File: src/rtl/dmem_pipe.sv
// Single-port data memory with a valid/ready request port, byte-lane writes,
// a pipelined registered read, an out-of-range error flag and an optional zero-fill sweep.
module dmem_pipe #(
    parameter int unsigned DATA_W    = 16,
    parameter int unsigned ADDR_W    = 8,
    parameter int unsigned DEPTH     = 256,
    parameter int unsigned RD_LAT    = 1,
    parameter int unsigned INIT_ZERO = 1
) (
    input  logic                clk,
    input  logic                rst_n,
    input  logic                req_valid,
    output logic                req_ready,
    input  logic                req_we,
    input  logic [ADDR_W-1:0]   req_addr,
    input  logic [DATA_W-1:0]   req_wdata,
    input  logic [DATA_W/8-1:0] req_be,
    output logic                resp_valid,
    output logic [DATA_W-1:0]   resp_rdata,
    output logic                resp_err,
    output logic                init_busy
);

    localparam int unsigned BE_W  = DATA_W / 8;
    localparam int unsigned IDX_W = (DEPTH > 1) ? $clog2(DEPTH) : 1;

    localparam logic ST_INIT = 1'b0;
    localparam logic ST_RUN  = 1'b1;

    if ((DATA_W % 8) != 0) begin : g_chk_data_w
        $error("DATA_W must be a multiple of 8");
    end
    if (RD_LAT < 1 || RD_LAT > 3) begin : g_chk_rd_lat
        $error("RD_LAT must be in 1..3");
    end
    if (DEPTH < 1 || DEPTH > (2 ** ADDR_W)) begin : g_chk_depth
        $error("DEPTH must be in 1..2**ADDR_W");
    end

    logic              state_q, state_d;
    logic [IDX_W-1:0]  cnt_q, cnt_d;
    logic [DATA_W-1:0] mem [DEPTH];

    logic              pv_q   [RD_LAT];
    logic              pv_d   [RD_LAT];
    logic              perr_q [RD_LAT];
    logic              perr_d [RD_LAT];
    logic [DATA_W-1:0] pdat_q [RD_LAT];
    logic [DATA_W-1:0] pdat_d [RD_LAT];

    logic             accept;
    logic             in_range;
    logic             wr_en;
    logic             init_we;
    logic [IDX_W-1:0] idx;

    // Gating with rst_n keeps the port closed and the array untouched while reset is held.
    assign req_ready = (state_q == ST_RUN) && rst_n;
    assign init_we   = (state_q == ST_INIT) && rst_n;
    assign init_busy = (state_q == ST_INIT);
    assign accept    = req_valid && req_ready;
    assign in_range  = (32'(req_addr) < DEPTH);
    assign wr_en     = accept && req_we && in_range;
    assign idx       = req_addr[IDX_W-1:0];

    always_comb begin
        state_d = state_q;
        cnt_d   = cnt_q;
        if (state_q == ST_INIT) begin
            if (cnt_q == IDX_W'(DEPTH - 1)) begin
                state_d = ST_RUN;
                cnt_d   = '0;
            end else begin
                cnt_d = cnt_q + IDX_W'(1);
            end
        end
    end

    // Stage 0 captures the pre-edge array value; later stages only delay it.
    always_comb begin
        pv_d[0]   = accept;
        perr_d[0] = accept && !in_range;
        pdat_d[0] = (accept && !req_we && in_range) ? mem[idx] : '0;
        for (int unsigned i = 1; i < RD_LAT; i++) begin
            pv_d[i]   = pv_q[i-1];
            perr_d[i] = perr_q[i-1];
            pdat_d[i] = pdat_q[i-1];
        end
    end

    always_ff @(posedge clk or negedge rst_n) begin
        if (!rst_n) begin
            state_q <= (INIT_ZERO != 0) ? ST_INIT : ST_RUN;
            cnt_q   <= '0;
            for (int unsigned i = 0; i < RD_LAT; i++) begin
                pv_q[i]   <= 1'b0;
                perr_q[i] <= 1'b0;
                pdat_q[i] <= '0;
            end
        end else begin
            state_q <= state_d;
            cnt_q   <= cnt_d;
            for (int unsigned i = 0; i < RD_LAT; i++) begin
                pv_q[i]   <= pv_d[i];
                perr_q[i] <= perr_d[i];
                pdat_q[i] <= pdat_d[i];
            end
        end
    end

    always_ff @(posedge clk) begin
        if (init_we) begin
            mem[cnt_q] <= '0;
        end else if (wr_en) begin
            for (int unsigned b = 0; b < BE_W; b++) begin
                if (req_be[b]) begin
                    mem[idx][8*b +: 8] <= req_wdata[8*b +: 8];
                end
            end
        end
    end

    assign resp_valid = pv_q[RD_LAT-1];
    assign resp_err   = perr_q[RD_LAT-1];
    assign resp_rdata = pdat_q[RD_LAT-1];

endmodule

File: config.mk
export PLATFORM = sky130hd
export DESIGN_NAME = dmem_pipe
export DESIGN_NICKNAME = d
export VERILOG_FILES = /design/src/rtl/dmem_pipe.sv
export SDC_FILE = /design/constraint.sdc
export NUM_CORES = 2
export LEC_CHECK = 0
export ABC_AREA = 0
export ABC_CLOCK_PERIOD_IN_PS = 5600
export CAP_MARGIN = 25
export CELL_PAD_IN_SITES_DETAIL_PLACEMENT = 0
export CELL_PAD_IN_SITES_GLOBAL_PLACEMENT = 1
export CORE_MARGIN = 2
export CORE_UTILIZATION = 51
export DETAILED_ROUTE_END_ITERATION = 16
export PLACE_DENSITY_LB_ADDON = 0.1
export SLEW_MARGIN = 20
export SYNTH_ARGS = -nofsm -noshare
export SYNTH_HDL_FRONTEND = slang
export SYNTH_SLANG_ARGS = --single-unit
export TNS_END_PERCENT = 50
File: constraint.sdc
create_clock -name clk -period 5.6 [get_ports clk]
set_input_delay 0.84 -clock clk [delete_from_list [all_inputs] [get_ports clk]]
set_output_delay 0.84 -clock clk [all_outputs]
set_load 0.02 [all_outputs]
==> flow_summary.ini <==
[pwr]
powerDensity_nw_per_um2 = 346
vdd_ir_drop_max_v = 0.000347
power_w = 0.0630
leakagePower_nw = 48.4

[routing]
route.detailed.drc = 0
drt_iter0_drc = 11700
wl_met2_um = 227000
firstDrtPassIters = 5
top_layer = met5
ant_nets = 0
drt_wl_total_um = 483000
routed-via-count = 84800
wl_per_cell_um = 37.3
wl_met1_um = 197000
met3RoutedLength_um = 43300
viasPerCell = 6.55

[sta]
rsz0062_at_grt = false
slew_violations = 0
max_freq_mhz = 216
skew_ns = 0.0557
worstMarginPinSlew_ns = 1.17
hold_viol = 0
slew_headroom = 0.217
fin_tns_setup_ns = 0
setup_viol = 0
period_minus_slack_ns = 4.64
period_share = 0.828

[clock_tree]
clock_sinks = 4122
h-tree-depth = 5
cts_root_buf = clkbuf_16
cts_resized = 0
cts.path.max_buffers = 4
cts_buffers = 418
hold_buffers = 1
cts_tree = yes
postCtsSetupBuffers = 0
insertion_delay_ns = 0.99
clk_pin_slew_ns = 0.06

[setup_path]
cp_max_fo = 20
cp.required_ns = 6.18
cp_num_buf_inv = 4
cp_cell_sequence = dlygate4sd3_1 > buf_2 > and3_1 > o211ai_2 > buf_4 > o21ai_1 > nand2_4 > buf_12 > nor2_1
cpMaxStageDelayCell = nand2_4
max_stage_delay_ns = 0.74
cp-end-kind = flop
path_class = in2reg
critPathLaunchType = input pin
crit_family = buffers and inverters
crit_arrival_ns = 5.21

[hold_path]
min_path_type = in2async

[synth]
syn_area_per_cell_um2 = 20.1
yosysWarningCount = 0
syn_inst = 8057
synth_edf_count = 4096
synth_xor_xnor_area_share = 0.000270
synth_top_family_by_area = multiplexers
ys_types = 84
synth_compound_area_frac = 0.0368
synth_nets = 8088
syn_area_um2 = 162000
ys_ff_latch = 4122
ys.flop_type = edfxtp_1
synthArstFlopShare = 0.00631
yosysSeqAreaShare = 0.764
synth-simple-area-share = 0.0320
synth_fa_ha_area_frac = 0.0000773
muxShareOfSynthArea = 0.143

[floorplan]
start_util = 0.513
die_h_um = 567
die_x_um = 567
die_area_um2 = 322000
core_um2 = 315000
rows = 206
ios = 50

[layout]
regArea_um2 = 124000
final_common_cell = edfxtp_1
multi_input_area_um2 = 34800
final_nets = 8463
layout_common_cells = edfxtp_1, mux4_2, mux2i_1
final_area_um2 = 182000
area_growth_pct = 12.6
nFillCells = 23300
drive_above_1_share = 0.217

[status]
outcome = finished, final reports clean

[placed_design]
routabilityCongestion = 0.905
port_buffers = 48
postPlaceCellArea_um2 = 169000
hpwl_um = 308000

[run]
maxCapViolations = 0

[global_route]
overflow = 0
grt_max_degree = 107
grt_pass1_vias = 83100
antenna_found_initial = 23
grt_first_pass_wirelength_um = 670000
grt_usage = 0.299
-- per-stage QoR --
stage	hold WS (ns)	std cells	worst slack, ns	util
finish	0.386	13000	0.962	0.578
detailed placement	0.571	12200	0.254	0.534
global placement	0.568	12200	0.0398	0.534
floorplan	0.513	8057	-0.104	-
global route	0.334	12900	0.884	0.578
CTS	0.336	12900	1.01	0.578
-- flip-flops by register name, indices dropped and copies added (netlist names) --
register	count
mem	4096
cnt_q	8
resp_valid	1
resp_rdata	16
state_q	1
-- worst paths after layout --
check / from / end / slack [ns] / depth (start not counted)
hold / removal: rst_n / resp_rdata[5]$_DFF_PN0_ / 0.39 / 2
setup reg to reg: state_q$_DFF_PN0_ / mem[0][4]$_DFFE_PP_ / 1.50 / 7
min in group clk: cnt_q[6]$_DFFE_PN0N_ / cnt_q[6]$_DFFE_PN0N_ / 0.59 / 1
hold reg to reg: cnt_q[6]$_DFFE_PN0N_ / cnt_q[6]$_DFFE_PN0N_ / 0.59 / 1
setup / recovery: rst_n / mem[49][6]$_DFFE_PP_ / 0.96 / 9
max in group asynchronous: rst_n / resp_rdata[9]$_DFF_PN0_ / 4.24 / 4
-- layer usage --
metal	global-route usage	vias to the layer above
li1	-	34100
met1	0.434	45600
met2	0.466	4388
met3	0.0534	707
met4	0.0908	10
met5	0	-
-- cells in the mapped netlist, types with 12 or more instances --
library cell | number | share of area
o21ai_1 | 16 | 0.00049
nand3_1 | 51 | 0.0016
nand2_1 | 206 | 0.0048
clkbuf_1 | 159 | 0.0037
mux4_2 | 710 | 0.099
a21oi_1 | 133 | 0.0041
nand2b_1 | 12 | 0.00046
a22oi_1 | 105 | 0.0049
buf_6 | 55 | 0.0038
nor2_1 | 619 | 0.014
o31ai_1 | 18 | 0.00083
o21ai_0 | 106 | 0.0033
buf_8 | 39 | 0.0036
mux4_1 | 17 | 0.0028
edfxtp_1 | 4096 | 0.76
a2111oi_0 | 21 | 0.0011
nand4_1 | 31 | 0.0012
a31oi_1 | 18 | 0.00070
nor4_1 | 27 | 0.0010
and2_1 | 21 | 0.00081
buf_4 | 41 | 0.0019
o221ai_2 | 13 | 0.0012
a211oi_1 | 21 | 0.00097
o22ai_1 | 98 | 0.0038
mux2i_1 | 619 | 0.038
a221oi_1 | 41 | 0.0022
dfrtp_1 | 26 | 0.0040
a32oi_1 | 13 | 0.00070
nor3_1 | 121 | 0.0037
buf_1 | 20 | 0.00046
or3_1 | 23 | 0.00089
o21a_1 | 12 | 0.00056
buf_2 | 162 | 0.0050
mux2_2 | 53 | 0.0037
o221ai_1 | 150 | 0.0081
buf_12 | 38 | 0.0047
-- logic make-up (layout without fill, tap and decap cells) --
family | count (synthesis) | count (layout)
AND/OR/NAND/NOR | 1176 | 1176
flip-flops | 4122 | 4122
other | 1 | 13
adder cells (fa/ha/maj) | 1 | 1
multiplexers | 1399 | 1399
AO/OA/AOI/OAI | 827 | 827
XOR/XNOR | 5 | 5
buffers and inverters | 526 | 1253
-- area by class of cell --
cell class	instances	area share
repair buffers	476	0.0272
well taps	4160	0.0286
clock inverters	267	0.0146
clock buffers	505	0.0601
multi-input cells	3409	0.191
diodes	12	0.000165
flip-flops and latches	4122	0.678
inverters	5	0.000172
-- report_power, final --
group	switching, W	total [W]	internal [W]
Clock	0.0119	0.0279	0.0159
Combinational	0.00117	0.00173	0.000562
Sequential	0	0.0334	0.0334
Note: power is estimated with default switching activity, not from simulation.
